[config.mk]
export PLATFORM = sky130hd
export DESIGN_NAME = dma_io_peripheral
export DESIGN_NICKNAME = d
export VERILOG_FILES = /design/src/rtl/dma_io_peripheral.sv
export SDC_FILE = /design/constraint.sdc
export NUM_CORES = 1
export LEC_CHECK = 0
export BUFFER_PORTS_ARGS = -buffer_cell sky130_fd_sc_hd__buf_2
export CAP_MARGIN = 40
export CELL_PAD_IN_SITES_DETAIL_PLACEMENT = 1
export CELL_PAD_IN_SITES_GLOBAL_PLACEMENT = 1
export CORE_ASPECT_RATIO = 0.5
export CORE_MARGIN = 5
export CORE_UTILIZATION = 40
export CTS_CLUSTER_SIZE = 14
export DETAILED_ROUTE_END_ITERATION = 10
export HOLD_SLACK_MARGIN = 0.12
export MAX_ROUTING_LAYER = met4
export PLACE_DENSITY_LB_ADDON = 0.1
export SLEW_MARGIN = 40
export SYNTH_ARGS = -nofsm -noshare
export SYNTH_HDL_FRONTEND = slang
export SYNTH_SLANG_ARGS = --single-unit
[constraint.sdc]
create_clock -name CLOCK -period 3.35 [get_ports CLOCK]
set_input_delay 0.5025 -clock CLOCK [delete_from_list [all_inputs] [get_ports CLOCK]]
set_output_delay 0.5025 -clock CLOCK [all_outputs]
set_load 0.05 [all_outputs]
[src/rtl/dma_io_peripheral.sv]
// dma_io_peripheral
// Device end of an 8237A-5 style DREQ/DACK handshake for one DMA channel.
// Device data is buffered in a small FIFO. In source mode (DIR=0) the FIFO
// is filled from the local stream and drained by DACK-qualified IOR_N
// cycles. In sink mode (DIR=1) it is filled by IOW_N cycles and drained to
// the local stream. A bus transfer completes on the strobe's rising edge,
// using a registered "strobe was low" qualifier so that DACK may fall in
// the same cycle.
module dma_io_peripheral #(
  parameter int CHANNEL = 0,
  parameter int DEPTH   = 8
) (
  input  logic        CLOCK,
  input  logic        RESET_N,
  input  logic        ENABLE,
  input  logic        DIR,
  input  logic [3:0]  DACK,
  input  logic        IOR_N,
  input  logic        IOW_N,
  input  logic        EOP_N,
  input  logic [7:0]  DATA_IN,
  output logic [7:0]  DATA_OUT,
  output logic        DATA_OE,
  output logic        DREQ,
  input  logic        DEV_IN_VALID,
  output logic        DEV_IN_READY,
  input  logic [7:0]  DEV_IN_DATA,
  output logic        DEV_OUT_VALID,
  input  logic        DEV_OUT_READY,
  output logic [7:0]  DEV_OUT_DATA,
  output logic        DONE,
  output logic        OVERRUN,
  output logic        UNDERRUN,
  output logic [15:0] XFER_COUNT
);

  localparam int PW = (DEPTH > 1) ? $clog2(DEPTH) : 1;
  localparam int CW = $clog2(DEPTH) + 1;
  localparam logic [CW-1:0] DEPTH_C = CW'(DEPTH);
  localparam logic [CW-1:0] CNT_ONE = CW'(1);
  localparam logic [PW-1:0] PTR_ONE = PW'(1);

  typedef enum logic [1:0] {
    S_IDLE   = 2'd0,
    S_ARMED  = 2'd1,
    S_ACTIVE = 2'd2,
    S_DONE   = 2'd3
  } state_t;

  state_t          state_r;
  state_t          state_nx_s;
  logic            enable_d_r;
  logic            dir_r;
  logic            dir_nx_s;
  logic [7:0]      mem_r [DEPTH];
  logic [PW-1:0]   wr_ptr_r;
  logic [PW-1:0]   rd_ptr_r;
  logic [CW-1:0]   count_r;
  logic [CW-1:0]   count_nx_s;
  logic            rd_pend_r;
  logic            wr_pend_r;
  logic [7:0]      wr_data_r;
  logic            dreq_r;
  logic            dreq_nx_s;
  logic            done_r;
  logic            overrun_r;
  logic            underrun_r;
  logic [15:0]     xfer_r;

  logic            ack_s;
  logic            enable_rise_s;
  logic            armed_s;
  logic            empty_s;
  logic            full_s;
  logic            rd_low_s;
  logic            wr_low_s;
  logic            rd_done_s;
  logic            wr_done_s;
  logic            dev_in_ready_s;
  logic            dev_out_valid_s;
  logic            push_s;
  logic            pop_s;
  logic [7:0]      push_data_s;
  logic [7:0]      head_s;

  // Select this channel's acknowledge bit out of the DACK bus.
  always_comb begin
    ack_s = 1'b0;
    for (int i = 0; i < 4; i++) begin
      if (i == CHANNEL) begin
        ack_s = ack_s | DACK[i];
      end else begin
        ack_s = ack_s;
      end
    end
  end

  // Bus strobe qualification, completion detection and FIFO push/pop control.
  always_comb begin
    enable_rise_s   = ENABLE & ~enable_d_r;
    armed_s         = (state_r == S_ARMED) || (state_r == S_ACTIVE);
    empty_s         = (count_r == {CW{1'b0}});
    full_s          = (count_r == DEPTH_C);
    head_s          = mem_r[rd_ptr_r];
    rd_low_s        = armed_s & ack_s & ~IOR_N & ~dir_r;
    wr_low_s        = armed_s & ack_s & ~IOW_N & dir_r;
    rd_done_s       = rd_pend_r & IOR_N;
    wr_done_s       = wr_pend_r & IOW_N;
    dev_in_ready_s  = armed_s & ~dir_r & ~full_s;
    dev_out_valid_s = dir_r & ~empty_s;
    push_s          = (DEV_IN_VALID & dev_in_ready_s) | (wr_done_s & ~full_s);
    pop_s           = (DEV_OUT_READY & dev_out_valid_s) | (rd_done_s & ~empty_s);
    push_data_s     = dir_r ? wr_data_r : DEV_IN_DATA;
  end

  // Next FIFO occupancy; an arm flushes, simultaneous push and pop cancel.
  always_comb begin
    count_nx_s = count_r;
    if (enable_rise_s) begin
      count_nx_s = {CW{1'b0}};
    end else begin
      case ({push_s, pop_s})
        2'b10:   count_nx_s = count_r + CNT_ONE;
        2'b01:   count_nx_s = count_r - CNT_ONE;
        default: count_nx_s = count_r;
      endcase
    end
  end

  // Next state of the block sequencer; ENABLE low always wins.
  always_comb begin
    state_nx_s = state_r;
    if (!ENABLE) begin
      state_nx_s = S_IDLE;
    end else begin
      case (state_r)
        S_IDLE: begin
          if (enable_rise_s) state_nx_s = S_ARMED;
          else               state_nx_s = S_IDLE;
        end
        S_ARMED: begin
          if (!EOP_N)     state_nx_s = S_DONE;
          else if (ack_s) state_nx_s = S_ACTIVE;
          else            state_nx_s = S_ARMED;
        end
        S_ACTIVE: begin
          if (!EOP_N)      state_nx_s = S_DONE;
          else if (!ack_s) state_nx_s = S_ARMED;
          else             state_nx_s = S_ACTIVE;
        end
        S_DONE:  state_nx_s = S_DONE;
        default: state_nx_s = S_IDLE;
      endcase
    end
  end

  // DREQ is registered from next state and next occupancy so it drops one cycle after EOP or empty/full.
  always_comb begin
    dir_nx_s  = enable_rise_s ? DIR : dir_r;
    dreq_nx_s = 1'b0;
    if ((state_nx_s == S_ARMED) || (state_nx_s == S_ACTIVE)) begin
      if (dir_nx_s) dreq_nx_s = (count_nx_s < DEPTH_C);
      else          dreq_nx_s = (count_nx_s != {CW{1'b0}});
    end else begin
      dreq_nx_s = 1'b0;
    end
  end

  // DATABUS drive while this channel's read strobe is active; FF when nothing is buffered.
  always_comb begin
    DATA_OE  = 1'b0;
    DATA_OUT = 8'h00;
    if (rd_low_s) begin
      DATA_OE  = 1'b1;
      DATA_OUT = empty_s ? 8'hFF : head_s;
    end else begin
      DATA_OE  = 1'b0;
      DATA_OUT = 8'h00;
    end
  end

  // Sequencer state, arm edge detector and latched direction.
  always_ff @(posedge CLOCK or negedge RESET_N) begin
    if (!RESET_N) begin
      state_r    <= S_IDLE;
      enable_d_r <= 1'b0;
      dir_r      <= 1'b0;
      dreq_r     <= 1'b0;
    end else begin
      state_r    <= state_nx_s;
      enable_d_r <= ENABLE;
      dir_r      <= dir_nx_s;
      dreq_r     <= dreq_nx_s;
    end
  end

  // Strobe-low qualifiers and the sink data capture from the last low cycle.
  always_ff @(posedge CLOCK or negedge RESET_N) begin
    if (!RESET_N) begin
      rd_pend_r <= 1'b0;
      wr_pend_r <= 1'b0;
      wr_data_r <= 8'h00;
    end else if (enable_rise_s) begin
      rd_pend_r <= 1'b0;
      wr_pend_r <= 1'b0;
      wr_data_r <= wr_data_r;
    end else begin
      rd_pend_r <= rd_low_s ? 1'b1 : (IOR_N ? 1'b0 : rd_pend_r);
      wr_pend_r <= wr_low_s ? 1'b1 : (IOW_N ? 1'b0 : wr_pend_r);
      wr_data_r <= wr_low_s ? DATA_IN : wr_data_r;
    end
  end

  // FIFO storage and pointers; pointers wrap naturally at the power-of-two depth.
  always_ff @(posedge CLOCK or negedge RESET_N) begin
    if (!RESET_N) begin
      for (int i = 0; i < DEPTH; i++) mem_r[i] <= 8'h00;
      wr_ptr_r <= {PW{1'b0}};
      rd_ptr_r <= {PW{1'b0}};
      count_r  <= {CW{1'b0}};
    end else if (enable_rise_s) begin
      wr_ptr_r <= {PW{1'b0}};
      rd_ptr_r <= {PW{1'b0}};
      count_r  <= {CW{1'b0}};
    end else begin
      if (push_s) begin
        mem_r[wr_ptr_r] <= push_data_s;
        wr_ptr_r        <= wr_ptr_r + PTR_ONE;
      end
      if (pop_s) begin
        rd_ptr_r <= rd_ptr_r + PTR_ONE;
      end
      count_r <= count_nx_s;
    end
  end

  // Sticky status flags and the transfer counter, all cleared by a new arm.
  always_ff @(posedge CLOCK or negedge RESET_N) begin
    if (!RESET_N) begin
      done_r     <= 1'b0;
      overrun_r  <= 1'b0;
      underrun_r <= 1'b0;
      xfer_r     <= 16'h0000;
    end else if (enable_rise_s) begin
      done_r     <= 1'b0;
      overrun_r  <= 1'b0;
      underrun_r <= 1'b0;
      xfer_r     <= 16'h0000;
    end else begin
      if (armed_s && (state_nx_s == S_DONE)) done_r <= 1'b1;
      if (rd_done_s && empty_s)               underrun_r <= 1'b1;
      if (wr_done_s && full_s)                overrun_r  <= 1'b1;
      if (rd_done_s || wr_done_s)             xfer_r     <= xfer_r + 16'h0001;
    end
  end

  assign DREQ          = dreq_r;
  assign DEV_IN_READY  = dev_in_ready_s;
  assign DEV_OUT_VALID = dev_out_valid_s;
  assign DEV_OUT_DATA  = empty_s ? 8'h00 : head_s;
  assign DONE          = done_r;
  assign OVERRUN       = overrun_r;
  assign UNDERRUN      = underrun_r;
  assign XFER_COUNT    = xfer_r;

endmodule
# == Word level (Yosys, flattened, before mapping) ==
# Index checks and enable logic that the tools add are counted.
# totals
mem_count,0
wordCells,127
romBits,0
ram_bits,0
reg_bits,108
inputBits,29
latchBits,0
# op_classes
shift,0
n_reduce_logical,21
eq_ne,9
addsub,5
muxes,40
n_lt_le_gt_ge,4
bitwise_logic,26
mul,0
div_mod_pow,0
# ops
op,count
64-bit bitwise mux,1
8-bit two-way mux,7
16-bit two-way mux,2
8-bit binary-select mux with 3-bit select,1
8-bit demux with 3-bit select,1
1-bit two-way mux,17
16-bit by 1-bit adder with 16-bit output (second input constant),1
1-bit bitwise AND,15
3-bit two-way mux,4
2-bit nonzero test,6
2-bit equality test (second input constant),5
4-bit >= comparator (second input constant),2
4-bit two-way mux,2
3-bit NOT with 4-bit output,2
4-bit case mux with 2 select lines,1
1-bit NOT,7
3-bit by 1-bit adder with 3-bit output (second input constant),2
2-bit by 1-bit equality test with 1-bit output (second input constant),3
2-bit two-way mux,3
2-bit case mux with 3 select lines,1
3-bit nonzero test,2
4-bit by 1-bit adder with 4-bit output (second input constant),1
4-bit equality test (second input constant),1
1-bit logical AND,4
other kinds (10),14

# == Longest topological paths before layout ==
# logic_depth
word_depth,12
mapped_depth,14
mapped_depth_nobuf,13

# == Least setup slack after synthesis ==
# No wires, ideal clock.
# synth_timing
path_type,flip-flop to flip-flop
from,reg state_r[0]
to,"reg dreq_r, in the netlist DREQ"
path_stages_with_launch,14
setup_slack_ns,0.335
path_buffers,1
arrival_ns,2.890
cell_sequence,dfrtp_1 -> inv_1 -> ha_1 -> nand3b_4 -> a21oi_4 -> inv_1 -> ha_1 -> clkbuf_1 -> xor2_1 -> ha_1 -> or3b_2 -> a21oi_1 -> a31oi_1 -> mux2_2
# synth_via
elab_chain_len,12
elab_cells_between_ends,23
classes_between,order compare (1); eq/ne (7); mux (6); bitwise (4); reduce/logical (5)
# synth_lines
element,line,text
from (decl),50,state_t state_r;
from (signal assigned),190,state_r <= state_nx_s;
2-bit by 1-bit equality test with 1-bit output / 2-bit equality test (equally long branches),"101, 136",
1-bit logical OR,101,armed_s = (state_r == S_ARMED) || (state_r == S_ACTIVE);
1-bit bitwise AND (2 in series),109,dev_in_ready_s = armed_s & ~dir_r & ~full_s;
1-bit bitwise AND,111,push_s = (DEV_IN_VALID & dev_in_ready_s) | (wr_done_s & ~full_s);
1-bit OR,111,
2-bit by 1-bit equality test with 1-bit output / 2-bit equality test (equally long branches),122,"case ({push_s, pop_s})"
4-bit case mux with 2 select lines,122,
4-bit two-way mux,119,if (enable_rise_s) begin
4-bit less-than comparator / 4-bit nonzero test (equally long branches),"162, 163",
1-bit two-way mux,162,if (dir_nx_s) dreq_nx_s = (count_nx_s < DEPTH_C);
1-bit two-way mux (*),161,if ((state_nx_s == S_ARMED) || (state_nx_s == S_ACTIVE)) begin
named net dreq_nx_s,64,logic dreq_nx_s;
to (signal assigned),193,dreq_r <= dreq_nx_s;
to (decl),63,logic dreq_r;
# Mark *: on every way through the listed nets, which the timed path passes. The rest lies on a longest branch.
# A chain may end at the register's enable or synchronous reset.

# == Worst setup path after layout ==
# Same ends and word-level chain as after synthesis.

==> results.cfg <==
[outcome]
outcome = completed

[setup_path]
cp_max_fo = 7
critPathRequiredTime_ns = 3.58
crit_arrival_ns = 3.30
worstSetupPathType = reg2reg
end_kind = flop
r2r_slack_ns = 0.28
rr_worst_depth = 12
crit_path_start_kind = flop

[route]
routed_wl_um = 12800
routed_via_density = 5.12
first_iter_violations = 172
vias = 3638
route.detailed.drc = 0
drtAntennaViolNets = 0
avgRoutedWirePerCell_um = 18.0
firstDrtPassIters = 4

[synthesis]
synthesis.area_mm2 = 0.00516
yosys.area.top_type = dfrtp_1
synth-seq-cells = 108
yosysWarnings = 0
syn-num-nets = 519
synth-main-ff-cell = dfrtp_1
synth_cells = 481
ys_types = 44
synthArstFlopShare_pct = 100
syn_area_per_cell_um2 = 10.7
ys_seq_area_share_pct = 52.3
synth-edff-count = 0
synth_top_area_share_pct = 52.3
synthTopCellsByArea = dfrtp_1 52%, mux4_2 7.0%, nor2_1 4.7%

[place]
place_inst = 694
place.port_buffers = 64
dp_worst_setup_slack_ns = 0.289
place.gp.congestion = 0.716
hpwl_um = 8790

[final_layout]
utilization_pct = 47.1
fillers = 1405
mostFrequentLayoutCell = dfrtp_1
fin_cells = 710
layout-drive-gt1-share_pct = 23.3
nets = 573
area_growth_pct = 15.5
antennaDiodeCount = 0
final_cell_mix = 108 x dfrtp_1, 64 x nor2_1, 63 x buf_2

[grt]
grt_util_all_layers_pct = 17.5
grt_pass1_wl_um = 20600
antenna_found_initial = 0
grt_pass1_vias = 3832
grt_overflow = 0
grt_max_degree = 55

[pwr]
p_int_w = 0.00253
seq_power_share_pct = 41.5
p_leak_nw = 2.85
swShare_pct = 35.3
p_switching_w = 0.00138
ir_drop_v = 0.000260
power_frac_comb_pct = 29.6
pwr-share-clk_pct = 28.9
p_per_area_mw_per_mm2 = 655

[sta]
worstMarginPinSlew_ns = 0.747
setup_viol = 0
finalClockSkew_ns = 0.0102
holdWs_ns = 0.197
grt_setup_unrepaired = false
slew_viol_final = 0
fin_ws_ns = 0.285
period_needed_ns = 3.07
period_share_pct = 91.5
hold_viol_final = 0
max_freq_mhz = 326
maxSlewHeadroom_pct = 48.8
fin_tns_setup_ns = 0

[floorplanning]
die_area_mm2 = 0.0154
die_w_um = 171
num_rows = 29
die_h_um = 90.4
boundaryPins = 68
core_area_mm2 = 0.0127
initial_core_util_pct = 40.8

[cts]
cts_root_buf = clkbuf_16
clkTransAtPathRegs_ns = 0.07
cts_tree = yes
insertion_delay_ns = 0.35
cts_made_buffers = 9
cts.repair.resized = 0
clk_path_buf_depth = 2
h-tree-depth = 3
cts.sinks = 108
postCtsHoldBufs = 0
cts_setup_buffers = 0

[job]
drv_cap = 0

[min_path]
min_path_type = in2async
==> cell families (layout without fill, tap and decap cells) <==
kind of cell / count (synthesis) / count (layout) / share of synthesized area [%]
and+or+nand+nor: 165 / 165 / 15.1
DFF: 108 / 108 / 52.3
AOI/OAI and AO/OA: 91 / 91 / 9.81
muxes: 47 / 47 / 13.2
buffers and inverters: 38 / 97 / 3.44
xor gates and xnor gates: 23 / 23 / 3.90
adders and majority gates: 9 / 9 / 2.18
==> worst paths after layout <==
path,startpoint,to
setup / recovery,state_r[0],DREQ
hold / removal,RESET_N,wr_data_r[4]
setup reg to reg,state_r[0],DREQ
hold reg to reg,mem_r[49],mem_r[49]
max in group asynchronous,RESET_N,wr_ptr_r[2]
min in group CLOCK,ENABLE,enable_d_r
==> flip-flops by register name (all words and copies together), names as in the netlist, 2 cells and up <==
register    cells
XFER_COUNT     16
count_r         4
mem_r          64
rd_ptr_r        3
state_r         2
wr_data_r       8
wr_ptr_r        3
==> power groups by stage <==
stage	combinational (W)	sequential, W	clock (W)
6_report	0.00116	0.00162	0.00113
5_1_grt	0.00128	0.00164	0.00122
4_1_cts	0.00118	0.00162	0.00116
3_5_place_dp	0.00118	0.00164	0
3_3_place_gp	0.00116	0.00164	0
2_1_floorplan	0.000837	0.00162	0
==> cell usage after synthesis (all sizes together), types with 2 or more instances <==
master    n
a21oi    39
a22oi     2
a31oi     3
and2      3
and3      3
and4      3
buf      15
clkbuf   17
dfrtp   108
ha        9
inv       6
mux2      9
mux2i    22
mux4     16
nand2    56
nand2b    5
nand3     6
nand4     6
nor2     64
nor2b     8
nor3      2
nor3b     2
o21ai    42
xnor2     5
xor2     18
==> cell type report <==
type / count / area, µm² / share of cell area, %
clock buffers: 11 / 253 / 4.24
clock inverters: 5 / 67.6 / 1.13
inverters: 6 / 22.5 / 0.378
multi-input cells: 335 / 2300 / 38.6
flip-flops and latches: 108 / 2700 / 45.3
well taps: 170 / 213 / 3.57
repair buffers: 75 / 405 / 6.80
==> metal layers <==
| metal | GRT usage, % | up-vias | share of wire, % |
|---|---|---|---|
| met5 | - | - | 0 |
| met4 | 3.59 | 0 | 0.85 |
| met3 | 3.89 | 11 | 4.2 |
| met2 | 25.9 | 67 | 44 |
| met1 | 25.1 | 1798 | 51 |
| li1 | - | 1762 | - |
==> through the flow <==
step           total power, W  instance area (µm²)
6_report              0.00391                 5960
5_1_grt               0.00414                 5960
4_1_cts               0.00397                 5960
3_5_place_dp          0.00282                 5640
3_3_place_gp          0.00280                 5640
2_1_floorplan         0.00246                 5160
==> worst max-delay path: stages (launching register included) <==
cell and delay [ns]:
dfrtp_1 0.35, inv_1 0.05, ha_1 0.42, nand3b_4 0.12
a21oi_4 0.16, inv_1 0.08, ha_1 0.30, xor2_1 0.18
ha_1 0.30, or3b_2 0.47, a21oi_1 0.17, a31oi_1 0.10
mux2_2 0.27
Note: power is estimated with default switching activity, not from simulation.
